==> src/rtl/comparator_serial.sv <==
`default_nettype none
// ============================================================================
// Module      : comparator_serial
// Description : Sequential magnitude comparator. Two WIDTH-bit operands are
//               compared DIGIT bits per clock, most-significant digit first,
//               in unsigned or two's-complement signed mode. A start/done
//               handshake frames each operation. The eq/lt/gt flags are
//               registered and held until the next done pulse or reset.
//               Optional build macro COMPARATOR_SERIAL_EARLY_EXIT_EN:
//                 defined   -> finish on the first differing digit
//                              (latency 2..N+1 cycles)
//                 undefined -> always walk all N digits (latency N+1 cycles)
// Revision    : 1.0 - initial release
// ============================================================================
module comparator_serial #(
    parameter int WIDTH = 16,
    parameter int DIGIT = 4
) (
    input  logic             clk,
    input  logic             rst,
    input  logic             start,
    input  logic             is_signed,
    input  logic [WIDTH-1:0] inA,
    input  logic [WIDTH-1:0] inB,
    output logic             busy,
    output logic             done,
    output logic             A_eq_B,
    output logic             A_lt_B,
    output logic             A_gt_B
);

    // Number of digits per operand.
    localparam int N = WIDTH / DIGIT;
    localparam int c_IDXW = (N > 1) ? $clog2(N) : 1;

    localparam logic [c_IDXW-1:0] c_LAST_IDX = c_IDXW'(N - 1);
    localparam logic [c_IDXW-1:0] c_ZERO_IDX = '0;

    // Flipping the sign bit of both operands maps two's-complement ordering
    // onto unsigned ordering, so one unsigned digit comparator serves both.
    localparam logic [WIDTH-1:0] c_SIGN_MASK = WIDTH'(1) << (WIDTH - 1);

    localparam logic [0:0] c_S_IDLE = 1'b0;
    localparam logic [0:0] c_S_CMP  = 1'b1;

    logic [0:0]        r_state;
    logic [0:0]        w_state_nxt;

    // Latched operands; shifted left one digit per cycle so the digit under
    // test always sits in the top DIGIT bits.
    logic [WIDTH-1:0]  r_a;
    logic [WIDTH-1:0]  r_b;
    logic [c_IDXW-1:0] r_idx;

    logic              r_done;
    logic              r_eq;
    logic              r_lt;
    logic              r_gt;

    logic [DIGIT-1:0]  w_dig_a;
    logic [DIGIT-1:0]  w_dig_b;
    logic              w_dig_lt;
    logic              w_dig_gt;
    logic              w_dig_ne;
    logic              w_last;
    logic              w_fin;
    logic              w_accept;
    logic              w_res_eq;
    logic              w_res_lt;
    logic              w_res_gt;

`ifndef COMPARATOR_SERIAL_EARLY_EXIT_EN
    // First differing digit seen so far, kept while the remaining digits
    // are walked for constant latency.
    logic              r_found;
    logic              r_found_lt;
`endif

    // Current digit pair and its unsigned ordering.
    always_comb begin
        w_dig_a  = r_a[WIDTH-1 -: DIGIT];
        w_dig_b  = r_b[WIDTH-1 -: DIGIT];
        w_dig_lt = (w_dig_a < w_dig_b);
        w_dig_gt = (w_dig_a > w_dig_b);
        w_dig_ne = (w_dig_a != w_dig_b);
    end

    // Decide whether the current CMP cycle is the final one.
    always_comb begin
`ifdef COMPARATOR_SERIAL_EARLY_EXIT_EN
        w_last = w_dig_ne || (r_idx == c_ZERO_IDX);
`else
        w_last = (r_idx == c_ZERO_IDX);
`endif
    end

    // State register.
    always_ff @(posedge clk) begin
        if (rst) begin
            r_state <= c_S_IDLE;
        end else begin
            r_state <= w_state_nxt;
        end
    end

    // Next-state logic.
    always_comb begin
        w_state_nxt = r_state;
        case (r_state)
            c_S_IDLE: begin
                if (start) begin
                    w_state_nxt = c_S_CMP;
                end
            end
            c_S_CMP: begin
                if (w_last) begin
                    w_state_nxt = c_S_IDLE;
                end
            end
            default: begin
                w_state_nxt = c_S_IDLE;
            end
        endcase
    end

    // Output decode: busy, operation accept/finish strobes and result flags.
    always_comb begin
        busy     = (r_state == c_S_CMP);
        w_accept = (r_state == c_S_IDLE) && start;
        w_fin    = (r_state == c_S_CMP) && w_last;
        w_res_eq = !w_dig_ne;
        w_res_lt = w_dig_lt;
        w_res_gt = w_dig_gt;
`ifndef COMPARATOR_SERIAL_EARLY_EXIT_EN
        // An earlier (more significant) difference outranks the current digit.
        if (r_found) begin
            w_res_eq = 1'b0;
            w_res_lt = r_found_lt;
            w_res_gt = !r_found_lt;
        end
`endif
    end

    // Operand latch, digit walk, done pulse and held result flags.
    always_ff @(posedge clk) begin
        if (rst) begin
            r_a    <= '0;
            r_b    <= '0;
            r_idx  <= '0;
            r_done <= 1'b0;
            r_eq   <= 1'b0;
            r_lt   <= 1'b0;
            r_gt   <= 1'b0;
        end else begin
            r_done <= w_fin;
            if (w_fin) begin
                r_eq <= w_res_eq;
                r_lt <= w_res_lt;
                r_gt <= w_res_gt;
            end
            if (w_accept) begin
                r_a   <= is_signed ? (inA ^ c_SIGN_MASK) : inA;
                r_b   <= is_signed ? (inB ^ c_SIGN_MASK) : inB;
                r_idx <= c_LAST_IDX;
            end else if (busy) begin
                r_a   <= r_a << DIGIT;
                r_b   <= r_b << DIGIT;
                r_idx <= r_idx - 1'b1;
            end
        end
    end

`ifndef COMPARATOR_SERIAL_EARLY_EXIT_EN
    // Remember the most significant differing digit of this operation.
    always_ff @(posedge clk) begin
        if (rst) begin
            r_found    <= 1'b0;
            r_found_lt <= 1'b0;
        end else if (w_accept) begin
            r_found    <= 1'b0;
            r_found_lt <= 1'b0;
        end else if (busy && w_dig_ne && !r_found) begin
            r_found    <= 1'b1;
            r_found_lt <= w_dig_lt;
        end
    end
`endif

    assign done   = r_done;
    assign A_eq_B = r_eq;
    assign A_lt_B = r_lt;
    assign A_gt_B = r_gt;

endmodule
`default_nettype wire
==> config.mk <==
export PLATFORM = sky130hd
export DESIGN_NAME = comparator_serial
export DESIGN_NICKNAME = d
export VERILOG_FILES = /design/src/rtl/comparator_serial.sv
export SDC_FILE = /design/constraint.sdc
export NUM_CORES = 1
export LEC_CHECK = 0
export ABC_AREA = 1
export CAP_MARGIN = 30
export CELL_PAD_IN_SITES_DETAIL_PLACEMENT = 1
export CELL_PAD_IN_SITES_GLOBAL_PLACEMENT = 1
export CORE_ASPECT_RATIO = 1.5
export CORE_MARGIN = 5
export CORE_UTILIZATION = 38
export DETAILED_ROUTE_END_ITERATION = 10
export PLACE_DENSITY_LB_ADDON = 0.15
export SLEW_MARGIN = 20
export SYNTH_ARGS = -nofsm -noshare
export SYNTH_HDL_FRONTEND = slang
export SYNTH_SLANG_ARGS = --single-unit
==> constraint.sdc <==
create_clock -name clk -period 1.8 [get_ports clk]
set_clock_uncertainty 0.05 [all_clocks]
set_input_delay 0.36 -clock clk [delete_from_list [all_inputs] [get_ports clk]]
set_output_delay 0.36 -clock clk [all_outputs]
set_load 0.1 [all_outputs]
Yosys cells after proc, flatten, opt, wreduce, memory -nomap -nowiden. Cells that the tools add are included.

Bitwise operators: 3. Equality and inequality tests: 1. $lt $le $gt $ge: 2. Reductions and logical operators: 10. Add/sub/neg operators: 1. Muxes and demuxes: 14.

Operator list (count): 16-bit two-way mux (6); 1-bit two-way mux (5); 4-bit > comparator (1); 1-bit logical AND (4); 4-bit < comparator (1); 2-bit two-way mux (2); 4-bit inequality test (1); 1-bit zero test (3); 1-bit NOT (3); 2-bit zero test (1); 1-bit one-hot mux with 2 select lines (1); 2-bit nonzero test (1); 2-bit OR reduction (1); 2-bit by 1-bit subtractor with 2-bit output (second input constant) (1).

Bits of input ports: 36. Register bits: 41. Word-level logic and storage cells: 41. Output and inout bits: 5.

Longest topological paths before layout.
Depth after elaboration: 3. Gate-level depth with buffers: 10. Gate-level depth less buffers: 10.

Worst setup path after synthesis. Ideal clock, no wire load.

Kind: register to register. Start point: register r_state (netlist: busy). End point: register r_b[13]. Buffers on the path: 1. Period minus slack after synthesis: 1.805 ns. Data arrival time: 1.645 ns. Setup time: 0.110 ns. Stages on the path, launching flop included: 7. Required time: 1.640 ns. Setup slack: -0.005 ns. Path through: dfxtp_1 > nor2_4 > buf_2 > nand2_1 > o221ai_1 > nand2_1 > inv_1.

Cells in the longest elaborated chain, start to end: 3. Elaborated cells between the ends (all ways): 4. Classes of those cells: 1 x mux; 1 x bitwise; 2 x reduce/logical.

RTL lines: from (decl) (line 46) `logic [0:0] r_state;`; from (signal assigned) (line 100) `r_state <= c_S_IDLE;`; from (signal assigned) (line 102) `r_state <= w_state_nxt;`; 1-bit NOT; 1-bit logical AND (line 129) `w_accept = (r_state == c_S_IDLE) && start;`; 16-bit two-way mux or 2-bit nonzero test (tied branches); to (signal assigned) (line 163) `r_b <= is_signed ? (inB ^ c_SIGN_MASK) : inB;`; to (signal assigned) (line 167) `r_b <= r_b << DIGIT;`; to (decl) (line 52) `logic [WIDTH-1:0] r_b;`.

Parallel ways exist; a longest one is shown, timed or not. A chain may end at the register's enable or synchronous reset.

Worst setup path in the final report.
Start point: register r_state (netlist: busy). End point: output port busy.

RTL lines: to (decl) (line 25) `output logic busy,`.

No word-level cell between the ends.

==> key figures <==
Pwr
  – Lkg Pwr: 0.00120 µW
  – Int Pwr: roughly 1600 µW
  – Power density cells: just under 900 nW/µm²
  – Sw Ratio: 27.4%
  – Register share of total power: 45.1%
  – P_sw: 614 µW
  – Total power: 2240 µW
  – Power share of the clock group: roughly a third
  – Combinational group share of total power: 20.9%
  – Maximum VDD drop: between 500 and 600 µV

Global route
  – Pin count of the biggest net entering global routing: 29
  – First-pass GRT wire length: 7860 µm
  – Vias in the first global route: around 1.8k
  – Initial antenna violation count: 0
  – Total GRT Usage: 16.5%
  – GRT overflow: 0

Setup path
  – CP required: roughly 1.4 ns
  – Crit-path max cell delay: roughly 0.64 ns
  – WP data arrival: 1.17 ns
  – Crit-path leading delay family: flip-flops
  – Slowest stage cell on the critical path: dfxtp_2
  – CP endpoint kind: output port
  – Worst path cell trace: buf_12
  – CP Launch Type: flip-flop
  – Count of buffer and inverter cells on the critical path: 1
  – Worst-path maximum fanout: 16
  – Setup CP Type: reg -> out

Floorplan
  – Die Wd: slightly below 70 µm
  – Die ar.: 6460 µm²
  – Core area: approximately 4800 µm²
  – Rows: 31
  – # IOs: 41
  – Initial core utilization: 38.9%
  – Die Ht: 96.0 µm

Finish
  – # diodes: 0
  – Design Area, Final: between 2000 and 3000 µm²
  – Finished Layout Cells: 377
  – Commonest non-fill, non-tap cells in the layout: nand2_1, inv_1, dfxtp_1
  – Storage cell area: about 820 µm²
  – Fill count: 639
  – Footprint of the multi-input gates: 820 µm²
  – # nets final: around 350
  – Layout cell share with drive strength beyond 1: 9.32%
  – Area added between synthesis and finish: 35.2%
  – Most common cell after layout, fill and taps aside: nand2_1

Routing
  – Routed WL: 4720 µm
  – DRT Pass-1 Iters: 4
  – Vias/cell: between 4 and 5
  – Residual DRC count: 0
  – Routed Antenna Nets: 0
  – M1 WL: 1850 µm
  – Number of DRC markers in iteration 0: 23
  – Max layer used: met4
  – Total number of vias: 1766
  – Routed WL per cell: 12.5 µm
  – Total length of routed met3 wires: approximately 150 µm
  – Met2 Routed Length: approximately 2700 µm

Run
  – Max_cap viols: 0

Timing
  – TNS Setup: 0 ns
  – Max-slew violation count: 0
  – Worst-margin pin slew: 0.481 ns
  – Fin. Hold Viols: 0
  – Fmax: around 630 MHz
  – Relative slew margins: 67.9%
  – Minimum clock period: 1.58 ns
  – # setup viols final: 0
  – Final cycle utilization of the critical path: 87.9%
  – RSZ-0062 raised after global routing: false

Hold path
  – HP Class: reg -> reg

Clock tree
  – Clk pin slew, worst setup/hold paths: 0.08 ns
  – Post-CTS resize count: 0
  – CTS tree: yes
  – Max Root-Sink Buffers: 2
  – Cts bufs inserted: 5
  – Number of post-CTS setup repair buffers: 0
  – H-tree depth: 2
  – Clk sinks: 41
  – Root Buffer: clkbuf_8
  – Hold buffer count at cts: 0
  – Clk_lat worst skew: around 0.29 ns

Placement
  – Dpl hpwl: 3530 µm
  – RD Place Congestion: just under 0.8
  – Placed Cells: about 370
  – Buffers on Ports: 40
  – DP Area: 2420 µm²

Yosys
  – Yosys top cell by area: dfxtp_1
  – Synthesized cell area: 1870 µm²
  – Synth top area share: 43.8%
  – Sequential area share after synthesis: 43.8%
  – Synthesized flop and latch total: 41
  – Distinct cells, synth: 24
  – Syn_nets: 307
  – Synth Instances: 266
  – Syn. warnings: 0
  – Mean Syn Cell Area: 7.04 µm²
  – Synth top area cells: dfxtp_1, nand2_1, inv_1

Status
  – Status: completed
==> layer usage <==
layer / vias up / track usage [%]
met4: 0 / 6.43
met1: 826 / 17.3
met2: 26 / 31.2
met3: 5 / 3.15
met5: - / 0
li1: 909 / -
==> power by group through the flow <==
stage	logic, µW	clock network (µW)	registers, µW
final	468	762	1010
after global placement	467	0	1030
after detailed placement	473	0	1030
after floorplan	232	0	1070
after global routing	521	839	1020
after CTS	476	789	1010
==> worst paths after layout <==
kind | from | end | slack [ns] | depth (start not counted)
max | busy$_SDFF_PP0_ | busy | 0.22 | 1
min | r_a[3]$_SDFFE_PP0P_ | r_a[3]$_SDFFE_PP0P_ | 0.42 | 2
max reg2reg | r_b[15]$_SDFFE_PP0P_ | r_found_lt$_SDFFE_PP0P_ | 0.40 | 8
min reg2reg | r_a[3]$_SDFFE_PP0P_ | r_a[3]$_SDFFE_PP0P_ | 0.42 | 2
==> sequential cells by signal, summed over array words and instances (netlist names) <==
register and cells:
busy 1, A_gt_B 1, r_idx 2, done 1, A_eq_B 1, r_a 16
r_found_lt 1, A_lt_B 1, r_b 16, r_found 1
==> cell families (layout without fill, tap and decap cells) <==
kind of cell | after synthesis | in the layout | synth area share (%)
simple gates | 130 | 130 | 28.5
buf+inv | 56 | 101 | 12.4
flops | 41 | 41 | 43.8
compound gates | 33 | 33 | 11.5
fa+ha+maj | 5 | 5 | 3.34
xor+xnor | 1 | 1 | 0.468
==> synth_stat cells <==
| master | count |
|---|---|
| o21ai_0 | 2 |
| o221ai_1 | 4 |
| clkinv_1 | 1 |
| a221oi_2 | 1 |
| nor2_2 | 1 |
| nand2_1 | 102 |
| ha_1 | 5 |
| nand3_1 | 18 |
| nand2_2 | 1 |
| inv_2 | 2 |
| a22oi_1 | 1 |
| dfxtp_1 | 41 |
| buf_6 | 2 |
| a21boi_1 | 1 |
| or2_2 | 1 |
| o21ai_1 | 1 |
| o211ai_1 | 8 |
| a21oi_1 | 15 |
| nor2_1 | 5 |
| clkbuf_1 | 3 |
| inv_1 | 42 |
| buf_2 | 6 |
| nor2_4 | 2 |
| xor2_1 | 1 |
==> worst register-to-register path, stage by stage, from the launching register on <==
cell	delay (ns)
dfxtp_1	0.34
inv_1	0.05
ha_1	0.28
nand2_1	0.06
inv_1	0.04
nand3_1	0.13
nand3_1	0.13
a21oi_1	0.16
nor2_1	0.05
==> area by class of cell <==
type	instances	area share, %
Tap cell	66	3.26
Sequential cell	41	32.5
Inverter	45	6.67
Clock buffer	7	3.41
Clock inverter	1	1.19
Multi-Input combinational cell	169	32.4
Timing Repair Buffer	48	20.7
==> metrics by stage <==
stage	utilization, %	setup WS [ns]	hold slack, ns
4_1_cts	52.7	0.204	0.423
5_1_grt	52.7	0.170	0.450
3_5_place_dp	50.2	0.115	0.411
2_1_floorplan	-	0.382	0.389
3_3_place_gp	50.2	0.151	0.406
6_report	52.7	0.218	0.421
No activity file was read; power rests on OpenSTA's default activity.
==> RTL edit 1: new RTL, same flow settings <==
Add a define of `COMPARATOR_SERIAL_EARLY_EXIT_EN`.
--- a/src/rtl/comparator_serial.sv
+++ b/src/rtl/comparator_serial.sv
@@ -12,6 +12,8 @@
 //                 undefined -> always walk all N digits (latency N+1 cycles)
 // Revision    : 1.0 - initial release
 // ============================================================================
+`define COMPARATOR_SERIAL_EARLY_EXIT_EN
+
 module comparator_serial #(
     parameter int WIDTH = 16,
     parameter int DIGIT = 4
Behaviour: not the same (Yosys sat finds a counterexample within 4 cycles, from zero or initial values and one cycle with rst high).
==> RTL edit 1 against the unedited design <==
  * Synthesized cell count down 2.6%
  * Wire length down 8.2%
  * Final area down 5.5%
  * Sequential cell count fell by 2
  * Total power decreased by 7.2%
  * Worst setup slack improved by 0.16 ns
  * Synthesized area shrank 5.3%
  * Hold slack worse by 0.0050 ns
  * Sequential share of layout area up 0.16 points
  * Final cell count is 2.9% lower
  * Die area shrank 4.6%
  * Critical endpoint is now A_lt_B$_SDFFE_PP0P_
  * Largest power group unchanged
==> RTL edit 1: results (changes against the unedited design) <==
Worst Reg2Reg Path Length in Cells=7 (was 8); share of layout cells above drive strength 1=6.95% (was 9.32%); starting DRC count in detailed routing=46 (was 23); synthesized netlist net count=300 (was 307); DPL Wire Length=3.27 mm (was 3.53 mm); initial antenna violation count=0 (unchanged); Tot GR Track Use=15.6% (was 16.5%); crit-path leading delay family=simple AND/OR/NAND/NOR gates (was flip-flops); largest net degree at the start of global routing=33 (was 29); dpl cell area=0.00232 mm2 (was 0.00242 mm2); global-route wire length before repair=7.49 mm (was 7.86 mm); adder-cell area share of the yosys netlist=3.53% (was 3.34%); nets@finish=344 (was 351); Pleak=1.18 nW (was 1.20 nW); CP Max Fanout=3 (was 16); diode count=0 (unchanged); Via-to-Cell Ratio=4.60 (was 4.68); mux cell area share after synthesis=0% (unchanged); I/O Buffers=40 (unchanged); Synth Area in Compound Gates=9.94% (was 11.5%); Worst Hold Class=reg2reg (unchanged); CP peak stage delay=0.33 ns (was 0.64 ns); Psw=0.645 mW (was 0.614 mW); Max rail drop VDD=0.443 mV (was 0.582 mV); top post-synthesis cells by area=dfxtp_1 44%, nand2_1 23%, inv_1 8.5%, nand3_1 4.5%, a21oi_1 3.7% (was dfxtp_1 44%, nand2_1 20%, inv_1 8.4%, nand3_1 4.8%, a21oi_1 4.0%); Max stage delay cell, worst path=dfxtp_1 (was dfxtp_2); Routed WL=4.34 mm (was 4.72 mm); top post-synthesis cells by count=108 x nand2_1, 40 x inv_1, 39 x dfxtp_1 (was 102 x nand2_1, 42 x inv_1, 41 x dfxtp_1); status=complete, no violations (unchanged); gpl congestion=0.808 (was 0.776); Post-Synth XOR/XNOR Area=0.987% (was 0.468%); Netlist cell types=18 (was 24); Slew @ Worst Pin=0.259 ns (was 0.481 ns)
==> RTL edit 1: changes by cell type after synthesis, sizes merged, moves of 3 or more <==
cell | before | now
buf | 8 | 11
nor2 | 8 | 5
inv | 44 | 40
a22oi | 1 | 6
o221ai | 4 | 0
o211ai | 8 | 5
nand2 | 103 | 108
==> RTL edit 1: power groups by stage <==
stage	combinational [mW]	clock, mW	sequential, mW
after floorplan	0.263	0	1.08
after global placement	0.567	0	0.998
after detailed placement	0.581	0	1.00
after CTS	0.583	0.547	0.981
after global routing	0.636	0.581	0.989
final	0.573	0.527	0.980
==> RTL edit 1: path summary, 6_finish.rpt <==
| path | from | to | slack, ns |
|---|---|---|---|
| max | r_b[15]$_SDFFE_PP0P_ | A_lt_B$_SDFFE_PP0P_ | 0.38 |
| min | r_a[0]$_SDFFE_PP0P_ | r_a[0]$_SDFFE_PP0P_ | 0.42 |
| max reg2reg | r_b[15]$_SDFFE_PP0P_ | A_lt_B$_SDFFE_PP0P_ | 0.38 |
| min reg2reg | r_a[0]$_SDFFE_PP0P_ | r_a[0]$_SDFFE_PP0P_ | 0.42 |
==> RTL edit 1: metrics by stage <==
| step | setup WS (ns) | hold slack (ns) | std cells | util, % |
|---|---|---|---|---|
| 2_1_floorplan | 0.000659 | 0.379 | 259 | - |
| 3_3_place_gp | 0.201 | 0.402 | 360 | 51.1 |
| 3_5_place_dp | 0.136 | 0.407 | 360 | 51.1 |
| 4_1_cts | 0.350 | 0.419 | 366 | 52.7 |
| 5_1_grt | 0.197 | 0.442 | 366 | 52.7 |
| 6_report | 0.382 | 0.416 | 366 | 52.7 |
==> RTL edit 1: cells by family after synthesis <==
family                     after synthesis
DFF                                     39
AOI/OAI and AO/OA                       29
adders and majority gates                5
and+or+nand+nor                        131
buffers and inverters                   53
xor gates and xnor gates                 2
==> RTL edit 1: area by class of cell <==
cell class                      count  area, um2
Clock buffer                        6       72.6
Fill cell                         587       2150
Inverter                           41        154
Multi-Input combinational cell    167        776
Sequential cell                    39        781
Tap cell                           64       80.1
Timing Repair Buffer               49        531
==> RTL edit 1: routing by layer <==
| layer | GRT usage (%) | routed length, um | vias up |
|---|---|---|---|
| met4 | 5.71 | 73 | 0 |
| met1 | 16.9 | 1880 | 768 |
| met2 | 28.9 | 2220 | 31 |
| met5 | 0 | 0 | - |
| met3 | 3.35 | 162 | 6 |
| li1 | - | - | 877 |
==> RTL edit 1: worst reg2reg max path, cell delays in order (launching register included) <==
cell and delay [ns]:
dfxtp_1 0.33, inv_1 0.04, ha_1 0.29, nand2_1 0.09, o21ai_0 0.24, nand2_1 0.11, nand3_1 0.11, nand2_1 0.05
==> RTL edit 2: new RTL, config.mk and constraints unchanged <==
Without the edit above. Reset style: asynchronous (`rst`), changed in 3 clocked blocks.
--- a/src/rtl/comparator_serial.sv
+++ b/src/rtl/comparator_serial.sv
@@ -95,7 +95,7 @@
     end
 
     // State register.
-    always_ff @(posedge clk) begin
+    always_ff @(posedge clk or posedge rst) begin
         if (rst) begin
             r_state <= c_S_IDLE;
         end else begin
@@ -142,7 +142,7 @@
     end
 
     // Operand latch, digit walk, done pulse and held result flags.
-    always_ff @(posedge clk) begin
+    always_ff @(posedge clk or posedge rst) begin
         if (rst) begin
             r_a    <= '0;
             r_b    <= '0;
@@ -172,7 +172,7 @@
 
 `ifndef COMPARATOR_SERIAL_EARLY_EXIT_EN
     // Remember the most significant differing digit of this operation.
-    always_ff @(posedge clk) begin
+    always_ff @(posedge clk or posedge rst) begin
         if (rst) begin
             r_found    <= 1'b0;
             r_found_lt <= 1'b0;
Formal check against the unedited RTL: differs if rst is asserted again (counterexample within 4 cycles, from zero or initial values and one cycle with rst high); with rst held inactive, the same outputs for 10 cycles.
==> RTL edit 2 against the unedited design <==
  * Synthesized area is 2.1% higher
  * Highest routed layer unchanged
  * Sequential cell count stayed put
  * Worst setup slack worse by 0.0083 ns
  * Wire length is 9.7% lower
  * Final area is 0.64% lower
  * Fmax is 0.52% lower
  * Sequential share of layout area is 8.4 points higher
Power is not compared: it rests on default switching activity, and its combinational part moved more than twofold at a synthesized area within 25%.
==> RTL edit 2: results (changes against the unedited design) <==
mux cell area share after synthesis=0% (unchanged); Synth Area in Compound Gates=15.1% (was 11.5%); Max stage delay cell, worst path=dfrtp_2 (was dfxtp_2); synthesized netlist net count=242 (was 307); top post-synthesis cells by area=dfrtp_1 54%, nand2_1 12%, inv_1 5.7%, o221ai_1 3.7%, ha_1 3.3% (was dfxtp_1 44%, nand2_1 20%, inv_1 8.4%, nand3_1 4.8%, a21oi_1 4.0%); Worst Hold Class=in2async (was reg2reg); CP Max Fanout=17 (was 16); CTS clock-pin slew for the worst setup and hold paths=0.08 ns (about the same); nets@finish=287 (was 351); top post-synthesis cells by count=62 x nand2_1, 41 x dfrtp_1, 29 x inv_1 (was 102 x nand2_1, 42 x inv_1, 41 x dfxtp_1); adder-cell area share of the yosys netlist=3.27% (was 3.34%); largest net degree at the start of global routing=42 (was 29); post-CTS sizing=0 (unchanged); asr flop ratio synth=100% (was 0%); DPL Wire Length=3.18 mm (was 3.53 mm); Worst Reg2Reg Path Length in Cells=5 (was 8); status=complete, no violations (unchanged); global-route wire length before repair=7.16 mm (was 7.86 mm); CP Data Arrival Time=1.18 ns; Tot GR Track Use=14.3% (was 16.5%); Post-Synth XOR/XNOR Area=0.916% (was 0.468%); Sw Share=42.0%; Worst slew margin=70.6% (was 67.9%); Netlist cell types=27 (was 24); Worst-Skew Late Latency=0.29 ns (about the same); share of layout cells above drive strength 1=13.4% (was 9.32%); vias in the first global route=1546 (was 1758); Synth warnings=0 (unchanged); gpl congestion=0.742 (was 0.776); Routed WL=4.26 mm (was 4.72 mm); dpl cell area=0.00243 mm2 (was 0.00242 mm2); Top Registers=r_a: 16 flops, r_b: 16 flops, r_idx: 2 flops (unchanged); starting DRC count in detailed routing=46 (was 23); Via-to-Cell Ratio=4.76 (was 4.68); I/O Buffers=40 (unchanged); sequential fraction of the synthesis area=53.6% (was 43.8%)
## RTL edit 2: metrics by stage
step	std cells	hold WS, ns	utilization [%]	setup WS [ns]	power (mW)
2_1_floorplan	201	0.408	-	0.283	2.60
3_3_place_gp	305	0.435	50.2	0.145	3.10
3_5_place_dp	305	0.433	50.2	0.138	3.15
4_1_cts	313	0.377	51.9	0.194	3.75
5_1_grt	313	0.424	51.9	0.145	3.99
6_report	313	0.369	51.9	0.210	3.69
## RTL edit 2: routing by layer
metal | wire, um | track usage [%] | vias to the layer above
li1 | - | - | 741
met1 | 1820 | 17.0 | 711
met2 | 2200 | 23.8 | 30
met3 | 159 | 3.59 | 7
met4 | 81 | 5.97 | 0
met5 | 0 | 0 | -
## RTL edit 2: final cells by class
cell class,count,area (um2)
inverter,31,119
multi-input combinational,121,697
timing repair buffer,46,508
clock inverter,2,10.0
clock buffer,6,72.6
tap,66,82.6
fill,555,2330
sequential,41,1030
## RTL edit 2: worst paths after layout
kind                                  endpoint  slack [ns]           startpoint
setup / recovery                          busy        0.21       busy$_DFF_PP0_
hold / removal             r_b[14]$_DFFE_PP0P_        0.37                  rst
setup reg to reg            A_gt_B$_DFFE_PP0P_        0.38       busy$_DFF_PP0_
hold reg to reg            r_a[14]$_DFFE_PP0P_        0.45  r_a[10]$_DFFE_PP0P_
max in group asynchronous       busy$_DFF_PP0_        1.11                  rst
min in group clk           r_a[14]$_DFFE_PP0P_        0.45  r_a[10]$_DFFE_PP0P_
## RTL edit 2: power by group through the flow
stage          combinational, mW  sequential, mW  clock [mW]
2_1_floorplan              0.884            1.71           0
3_3_place_gp                1.64            1.46           0
3_5_place_dp                1.69            1.47           0
4_1_cts                     1.70            1.45       0.601
5_1_grt                     1.84            1.49       0.659
6_report                    1.66            1.45       0.582
## RTL edit 2: tightest hold or removal path, cell delays in order
cell and delay (ns):
clkdlybuf4s50_1 0.39, inv_1 0.09, buf_12 0.23
## RTL edit 2: cells by family after synthesis
| family | after synthesis |
|---|---|
| buffers and inverters | 39 |
| adders and majority gates | 5 |
| xor gates and xnor gates | 2 |
| AOI/OAI and AO/OA | 36 |
| and+or+nand+nor | 78 |
| DFF | 41 |
